File: config.mk
export PLATFORM = sky130hd
export DESIGN_NAME = conbus_share5
export DESIGN_NICKNAME = d
export VERILOG_FILES = /design/src/rtl/conbus_pkg.sv /design/src/rtl/conbus_tmo_cnt.sv /design/src/rtl/conbus_share5.sv
export SDC_FILE = /design/constraint.sdc
export NUM_CORES = 1
export LEC_CHECK = 0
export ABC_AREA = 0
export BUFFER_PORTS_ARGS = -buffer_cell sky130_fd_sc_hd__buf_2
export CORE_AREA = 2 2 201 203
export DETAILED_ROUTE_END_ITERATION = 10
export DIE_AREA = 0 0 203 205
export GPL_ROUTABILITY_DRIVEN = 0
export PLACE_DENSITY = 0.31
export SYNTH_ARGS = -nofsm -noshare
export SYNTH_HDL_FRONTEND = slang
export SYNTH_SLANG_ARGS = --single-unit
File: constraint.sdc
create_clock -name vclk -period 4.32
set_clock_uncertainty 0.2 [all_clocks]
set_input_delay 0.648 -clock vclk [all_inputs]
set_output_delay 0.648 -clock vclk [all_outputs]
set_load 0.005 [all_outputs]
File: src/rtl/conbus_pkg.sv
`default_nettype none
// ============================================================================
// Module   : conbus_pkg
// Purpose  : Shared constants, FSM state encoding and helpers for the
//            five-master shared-slave Wishbone bus (conbus_share5).
// Revision : 1.0 - initial release
// ============================================================================
package conbus_pkg;

  localparam int NUM_M = 5;  // number of masters sharing the slave
  localparam int GNT_W = 3;  // width of the arbiter grant index

  typedef enum logic [1:0] {
    ST_IDLE  = 2'd0,
    ST_WAIT  = 2'd1,
    ST_ABORT = 2'd2
  } state_t;

  // One-hot decode of a grant index; indices beyond the master count yield 0.
  function automatic logic [NUM_M-1:0] onehot(input logic [GNT_W-1:0] idx);
    onehot = '0;
    for (int k = 0; k < NUM_M; k++) begin
      if (idx == GNT_W'(k)) onehot[k] = 1'b1;
    end
  endfunction

endpackage
`default_nettype wire

File: src/rtl/conbus_tmo_cnt.sv
`default_nettype none
// ============================================================================
// Module   : conbus_tmo_cnt
// Purpose  : Slave wait counter for the shared bus. Counts stalled wait
//            cycles and flags the cycle in which the next increment would
//            reach TIMEOUT-1, so the owner can abort on that edge.
// Revision : 1.0 - initial release
// ============================================================================
module conbus_tmo_cnt #(
  parameter int TIMEOUT = 1024
) (
  input  logic clk,
  input  logic rst_n,
  input  logic clr,
  output logic last
);

  localparam int                 CNT_W    = $clog2(TIMEOUT);
  localparam logic [CNT_W-1:0]   LAST_VAL = CNT_W'(TIMEOUT - 2);

  logic [CNT_W-1:0] cnt;

  // Count stalled wait cycles; saturate instead of wrapping.
  always_ff @(posedge clk or negedge rst_n) begin
    if (!rst_n) begin
      cnt <= '0;
    end else if (clr) begin
      cnt <= '0;
    end else if (cnt != LAST_VAL) begin
      cnt <= cnt + CNT_W'(1);
    end
  end

  assign last = (cnt == LAST_VAL);

endmodule
`default_nettype wire

File: src/rtl/conbus_share5.sv
`default_nettype none
// ============================================================================
// Module   : conbus_share5
// Purpose  : Connects five Wishbone masters to one shared slave according to
//            an external grant index. Request and ack paths are purely
//            combinational. With CONBUS_TIMEOUT_EN defined, a stalled slave
//            is aborted after TIMEOUT wait cycles with a one-cycle m_err.
// Revision : 1.0 - initial release
// ============================================================================
module conbus_share5
  import conbus_pkg::*;
#(
  parameter int TIMEOUT = 1024,
  parameter int DW      = 32
) (
  input  logic                      sys_clk,
  input  logic                      sys_rst_n,
  input  logic [NUM_M*32-1:0]       m_adr,
  input  logic [NUM_M*DW-1:0]       m_dat_w,
  input  logic [NUM_M*(DW/8)-1:0]   m_sel,
  input  logic [NUM_M-1:0]          m_we,
  input  logic [NUM_M-1:0]          m_cyc,
  input  logic [NUM_M-1:0]          m_stb,
  output logic [DW-1:0]             m_dat_r,
  output logic [NUM_M-1:0]          m_ack,
  output logic [NUM_M-1:0]          m_err,
  output logic [NUM_M-1:0]          req,
  input  logic [GNT_W-1:0]          gnt,
  output logic [31:0]               s_adr,
  output logic [DW-1:0]             s_dat_w,
  output logic [DW/8-1:0]           s_sel,
  output logic                      s_we,
  output logic                      s_cyc,
  output logic                      s_stb,
  input  logic [DW-1:0]             s_dat_r,
  input  logic                      s_ack,
  output logic                      tmo_flag,
  output logic [GNT_W-1:0]          tmo_master
);

  localparam int SW = DW / 8;

  logic cyc_g;     // m_cyc of the granted master (0 when no master granted)
  logic stb_g;     // m_stb of the granted master
  logic aborting;  // bus is in its one-cycle abort window

  // Select the granted master's request; a grant beyond the last master selects nothing.
  always_comb begin
    s_adr   = '0;
    s_dat_w = '0;
    s_sel   = '0;
    s_we    = 1'b0;
    cyc_g   = 1'b0;
    stb_g   = 1'b0;
    for (int k = 0; k < NUM_M; k++) begin
      if (gnt == GNT_W'(k)) begin
        s_adr   = m_adr[32*k +: 32];
        s_dat_w = m_dat_w[DW*k +: DW];
        s_sel   = m_sel[SW*k +: SW];
        s_we    = m_we[k];
        cyc_g   = m_cyc[k];
        stb_g   = m_stb[k];
      end
    end
  end

  assign req     = m_cyc;
  assign m_dat_r = s_dat_r;
  assign s_cyc   = cyc_g & ~aborting;
  assign s_stb   = stb_g & ~aborting;
  assign m_ack   = onehot(gnt) & {NUM_M{s_ack & cyc_g & stb_g & ~aborting}};

`ifdef CONBUS_TIMEOUT_EN
  state_t           state;
  logic [GNT_W-1:0] gnt_q;      // grant seen in the previous cycle
  logic             wait_exit;  // stalled transfer ended normally
  logic             last;       // next stalled cycle reaches TIMEOUT-1
  logic             cnt_clr;

  assign aborting  = (state == ST_ABORT);
  assign wait_exit = s_ack | (gnt != gnt_q) | ~stb_g;
  // Hold the counter at zero outside WAIT, on any exit and when aborting.
  assign cnt_clr   = (state != ST_WAIT) | wait_exit | last;

  conbus_tmo_cnt #(
    .TIMEOUT (TIMEOUT)
  ) u_tmo_cnt (
    .clk   (sys_clk),
    .rst_n (sys_rst_n),
    .clr   (cnt_clr),
    .last  (last)
  );

  // Track stalled transfers and raise a one-cycle error when the slave hangs.
  always_ff @(posedge sys_clk or negedge sys_rst_n) begin
    if (!sys_rst_n) begin
      state      <= ST_IDLE;
      gnt_q      <= '0;
      m_err      <= '0;
      tmo_flag   <= 1'b0;
      tmo_master <= '0;
    end else begin
      gnt_q <= gnt;
      m_err <= '0;
      case (state)
        ST_IDLE: begin
          if (s_cyc & s_stb & ~s_ack) state <= ST_WAIT;
        end
        ST_WAIT: begin
          // A coincident ack wins over the timeout.
          if (wait_exit) begin
            state <= ST_IDLE;
          end else if (last) begin
            state      <= ST_ABORT;
            m_err      <= onehot(gnt);
            tmo_flag   <= 1'b1;
            tmo_master <= gnt;
          end
        end
        ST_ABORT: begin
          state <= ST_IDLE;
        end
        default: begin
          state <= ST_IDLE;
        end
      endcase
    end
  end
`else
  logic unused_ok;

  assign aborting   = 1'b0;
  assign m_err      = '0;
  assign tmo_flag   = 1'b0;
  assign tmo_master = '0;
  // Clock, reset and TIMEOUT have no consumer when the timeout logic is absent.
  assign unused_ok  = ^{sys_clk, sys_rst_n, (TIMEOUT > 1)};
`endif

endmodule
`default_nettype wire

; ---- Word-level counts from Yosys, hierarchy flattened
; Index checks and enable logic that the tools add are counted.
[totals]
regBits = 0
inputBits = 393
output_inout_bits = 122
[classes]
eq_ne = 4
muxes = 35
bitwise_logic = 3
reduce_logical = 1
[ops]
columns = operator, n
row1 = two-way mux 32 bit, 10
row2 = two-way mux 1 bit, 20
row3 = two-way mux 4 bit, 5
row4 = == test 3 x 2 -> 1 bit (second input constant), 2
row5 = bitwise AND 5 bit, 1
row6 = == test 3 x 1 -> 1 bit (second input constant), 1
row7 = == test 3 bit (second input constant), 1
row8 = logical NOT 3 bit, 1
row9 = bitwise AND 1 bit, 2

; ---- Depth between registers and ports, before layout
; Gate-level depths: netlist (run 1).
[logic_depth]
depth_word = 9
mapped_depth = 7
mapped_depth_nobuf = 4

; ---- Least setup slack after synthesis (run 1)
; Ideal clock, no wire load.
[synth_path]
kind = in2out
from = input gnt[0]
to = output s_adr[18]
arrival_ps = 1567
required_ps = 3472
slack_ps = 1905
cell_stages = 5
path_buffers = 2
path_cell_list = buf_6 > buf_6 > mux4_2 > inv_1 > o21ai_1
[synth_between]
elab_chain_cells = 6
elab_cells_between_ends = 10
cone_classes = eq/ne: 4 / mux: 5 / reduce/logical: 1
[synth_rtl]
columns = element, line_no
row1 = "start, declared", conbus_share5.sv:28  ; input logic [GNT_W-1:0] gnt,
row2 = logical NOT 3 bit, conbus_share5.sv:56  ; if (gnt == GNT_W'(k)) begin
row3 = two-way mux 32 bit (4 in series), conbus_share5.sv:56
row4 = two-way mux 32 bit (*), conbus_share5.sv:56
row5 = "end, declared", conbus_share5.sv:29  ; output logic [31:0] s_adr,
; Every way passes the cells marked *; elsewhere a longest branch is shown, timed or not.

; ---- Final worst setup path (run 1)
[layout_path]
from = input gnt[2]
to = output s_dat_w[16]
[layout_between]
elab_chain_cells = 6
elab_cells_between_ends = 10
cone_classes = eq/ne: 4 / mux: 5 / reduce/logical: 1
[layout_rtl]
columns = element, line_no
row1 = logical NOT 3 bit, conbus_share5.sv:56
row2 = two-way mux 32 bit (4 in series), conbus_share5.sv:56
row3 = two-way mux 32 bit (*), conbus_share5.sv:56
row4 = "end, declared", conbus_share5.sv:30  ; output logic [DW-1:0] s_dat_w,
; Marks and branches as above.

==> results.cfg, run 1 <==
[worst_setup_path]
crit_start = gnt[2]
critPathSlowestCell = nor2b_4
crit_path_start_kind = input pin
worstSetupEndpointType = output port
critPathMostFrequentCell = buf_2
slowest_delay_ns = 0.62
cp_cell_sequence = buf_2 > nor2b_4 > buf_4 > a22oi_1 > o22ai_1 > buf_2
cp.arrival_ns = 2.55
crit_type = input pin to output port
path_max_fanout = 22
required_ns = 3.47

[drt]
vias = 4733
vias_per_cell = 3.56
wirelength_um = 21200
drc = 0
drtAntennaViolNets = 0
drt-initial-drc-count = 264
first_pass_iters = 4
routedWlPerCell_um = 15.9

[synthesis]
ys_top_cells_by_count = 52 x buf_4, 46 x nor2_1
syn_area_per_cell_um2 = 7.27
synth.distinct_cells = 29
yosysMostFrequentCell = buf_4
netlist_top_cells_area = mux4_2 19%, mux2i_1 13%, buf_4 12%
syn_area_mm2 = 0.00321
synth_warnings = 0
syn_inst = 442
synth-seq-area-share_pct = 0
yosys.area.top_type = mux4_2
synth_top_area_share_pct = 18.9

[timing]
finalHoldViolCount = 0
fin_tns_setup_ns = 0
tightestPinTransition_ns = 0.697
slew_violations = 0
fin_crit_ns = 3.40
rsz0062_at_grt = no
holdWs_ns = 1.10
max_freq_mhz = 295
finalCritPeriodShare_pct = 78.6
setup_viol = 0
relSlewSlack_pct = 53.6
timing.final.ws_setup_ns = 0.925

[pwr]
p_clk_share_pct = 0
ir_drop_v = 0.0000258
p_int_uw = 284
switching_share_pct = 47.0
switchingPower_uw = 252
p_comb_share_pct = 100.0
p_seq_share_pct = 0
p_total_uw = 535
leakagePower_nw = 2.86
p_per_area_mw_per_mm2 = 96.2

[die]
rows = 73
io_pins = 515
dieArea_mm2 = 0.0416
coreArea_mm2 = 0.0394
fp.dieH_um = 205
initial_core_util_pct = 8.16
fp.dieW_um = 203

[cells_and_area]
area_delta_synth_final_pct = 73.3
design.seq.count = 0
final_area_mm2 = 0.00557
fin_util_pct = 14.1
regArea_um2 = 0
fill_cells = 4597
diodes = 0
clkbuf_count = 0
fin_nets = 1201
finalNonFillerCells = 1331
drive_above_1_share_pct = 60.3

[global_route]
grt_max_degree = 60
antenna_found_initial = 0
grt_pass1_vias = 4684
grt_pass1_wl_um = 29800
grt_usage_pct = 9.18
overflow = 0

[place]
portBuffers = 440
dpl_cell_area_mm2 = 0.00557
dp_slack_ns = 0.919
dp_cells = 1331
hpwl_um = 17800

[clock_network]
cts_resized = 0
post_cts_buffers = 0
holdBufCountCts = 0

[hold_path]
worstHoldPathType = input pin to output port
worstHoldStart = s_dat_r[0]

[run_status]
outcome = complete, no violations

[run]
max-cap-violations = 0
==> cells by family (layout without fill, tap and decap cells) <==
family / count (synthesis) / count (layout) / share of synthesized area (%)
AND/OR/NAND/NOR: 91 / 91 / 12.6
buffers and inverters: 122 / 478 / 24.3
other: 1 / 9 / 0.117
AO/OA/AOI/OAI: 157 / 157 / 30.1
multiplexers: 71 / 71 / 32.8
==> final timing paths <==
check,cells past startpoint,slack (ns),endpoint
worst max-delay path,6,0.92,s_dat_w[16]
worst min-delay path,0,1.10,m_dat_r[0]
==> critical path, delay by kind of cell <==
kind	cells	cell delay, ns
compound gates	2	0.32
buf+inv	3	0.93
simple gates	1	0.62
==> power groups by stage <==
stage               sequential, mW  combinational (mW)  clock [mW]
finish                           0               0.535           0
global route                     0               0.591           0
CTS                              0               0.542           0
detailed placement               0               0.541           0
global placement                 0               0.540           0
floorplan                        0               0.294           0
==> placed cells by master, fill, tap and decap left out, types with 6 or more instances in the layout <==
cell / instances
nor2_1: 46
nand2_1: 31
buf_4: 6
mux2i_1: 42
o21ai_1: 26
buf_2: 438
a21oi_1: 42
inv_1: 29
mux4_2: 27
o22ai_1: 42
a22oi_1: 42
conb_1: 9
==> metal layers <==
layer / wire length, um / up-vias / GRT usage, %
li1: - / 2305 / -
met1: 8770 / 2183 / 12.1
met2: 10700 / 237 / 16.3
met3: 1640 / 8 / 1.64
met4: 84 / 0 / 0.495
met5: 0 / - / 0
==> cell type report <==
class	instances	area [um^2]	share of cell area (%)
Multi-Input combinational cell	328	2470	44.4
Timing Repair Buffer	449	2330	41.8
Tap cell	525	657	11.8
Inverter	29	109	1.96
No activity file was read; power rests on OpenSTA's default activity.
==> run 2: changes to the inputs <==
- CORE_AREA: 2 2 201 203 -> 2 2 200 202
- DIE_AREA: 0 0 203 205 -> 0 0 202 204
- PLACE_DENSITY: 0.31 -> 0.33
- clock period: 4.32 -> 2.9 ns (I/O delays scaled with it)
==> run 2 against run 1 <==
  * Via count grew 2.6%
  * Cell area grew 2.1%
  * Global-route usage shrank 0.086 points
  * Critical path depth grew 2
  * Highest routed layer unchanged
  * Core utilization grew 0.36 points
  * Hold slack lost 0.43 ns
  * Cell count grew 0.75%
  * Power grew 51%
==> results.cfg, run 2 (synthesized netlist as in run 1, its figures left out) <==
[clock_network]
cts_resized = 0
holdBufCountCts = 0
post_cts_buffers = 0

[timing]
relSlewSlack_pct = 53.0
slew_violations = 0
fin_tns_setup_ns = 0
timing.final.ws_setup_ns = 0.404
fin_crit_ns = 2.50
finalCritPeriodShare_pct = 86.1
max_freq_mhz = 401
tightestPinTransition_ns = 0.705
rsz0062_at_grt = no
setup_viol = 0
finalHoldViolCount = 0

[die]
coreArea_mm2 = 0.0392
dieArea_mm2 = 0.0412
fp.dieW_um = 202
fp.dieH_um = 204
initial_core_util_pct = 8.20
rows = 73
io_pins = 515

[hold_path]
worstHoldPathType = input pin to output port

[global_route]
grt_pass1_wl_um = 29300
antenna_found_initial = 0
overflow = 0
grt_pass1_vias = 4737
grt_usage_pct = 9.10
grt_max_degree = 56

[cells_and_area]
mostFrequentLayoutCells = 437 x buf_2, 46 x nor2_1
fill_cells = 4533
finalNonFillerCells = 1341
diodes = 0
fin_nets = 1211
final_common_cell = buf_2
final_area_mm2 = 0.00568
area_delta_synth_final_pct = 76.9
drive_above_1_share_pct = 60.8
regArea_um2 = 0
clkbuf_count = 0
design.seq.count = 0

[drt]
route.met3.wl_um = 1540
routedWlPerCell_um = 15.3
first_pass_iters = 5
vias_per_cell = 3.62
drt-initial-drc-count = 248
drtAntennaViolNets = 0
met1_length_um = 8770
routed.top_layer = met4
wirelength_um = 20600
vias = 4854
drc = 0
wl_met2_um = 9890

[worst_setup_path]
cp.arrival_ns = 1.86
critPathSlowestCell = buf_12
cp_top_family = buffers and inverters
cp_cell_sequence = buf_6 > buf_12 > buf_4 > mux2i_1 > nor2_1 > a21oi_1 > o22ai_1 > buf_2
slowest_delay_ns = 0.26
required_ns = 2.27
path_max_fanout = 28
worstSetupEndpointType = output port
critical_path_buf_inv_count = 4
crit_type = input pin to output port
crit_path_start_kind = input pin

[run]
max-cap-violations = 0

[pwr]
p_per_area_mw_per_mm2 = 143
ir_drop_v = 0.0000434
leakagePower_nw = 2.92

[place]
hpwl_um = 17600
dpl_cell_area_mm2 = 0.00568
dp_cells = 1341
dp_slack_ns = 0.397
portBuffers = 440

[run_status]
outcome = complete, no violations
run 2: cell count changes in the layout (fill, tap and decap cells not counted):
cell / change
buf_4: +8
buf_2: -1
buf_12: +3
run 2: report_power, final:
part	leakage (nW)	total [mW]	switching (mW)	internal, mW
clock network	0	0	0	0
registers	0	0	0	0
logic	2.92	0.810	0.373	0.437
total	2.92	0.810	0.373	0.437
run 2: stage by stage:
| stage | util (%) | hold WS [ns] | power, mW |
|---|---|---|---|
| floorplan | - | 0.751 | 0.438 |
| global placement | 14.5 | 0.670 | 0.818 |
| detailed placement | 14.5 | 0.670 | 0.818 |
| CTS | 14.5 | 0.670 | 0.821 |
| global route | 14.5 | 0.670 | 0.896 |
| finish | 14.5 | 0.670 | 0.810 |
run 2: path summary, 6_finish.rpt:
| path | endpoint | cells past startpoint | start |
|---|---|---|---|
| max | s_dat_w[19] | 8 | gnt[0] |
| min | m_dat_r[24] | 0 | s_dat_r[24] |
run 2: per-layer routing:
metal  up-vias  global-route usage (%)
li1       2326                       -
met1      2250                    12.1
met4         0                    1.55
met3        26                    1.58
met5         -                       0
met2       252                    15.5
run 2: layout make-up:
class | count | area (um^2) | share of cell area, %
Multi-Input combinational cell | 328 | 2470 | 43.5
Timing Repair Buffer | 459 | 2440 | 43.0
Tap cell | 525 | 657 | 11.6
Inverter | 29 | 109 | 1.92
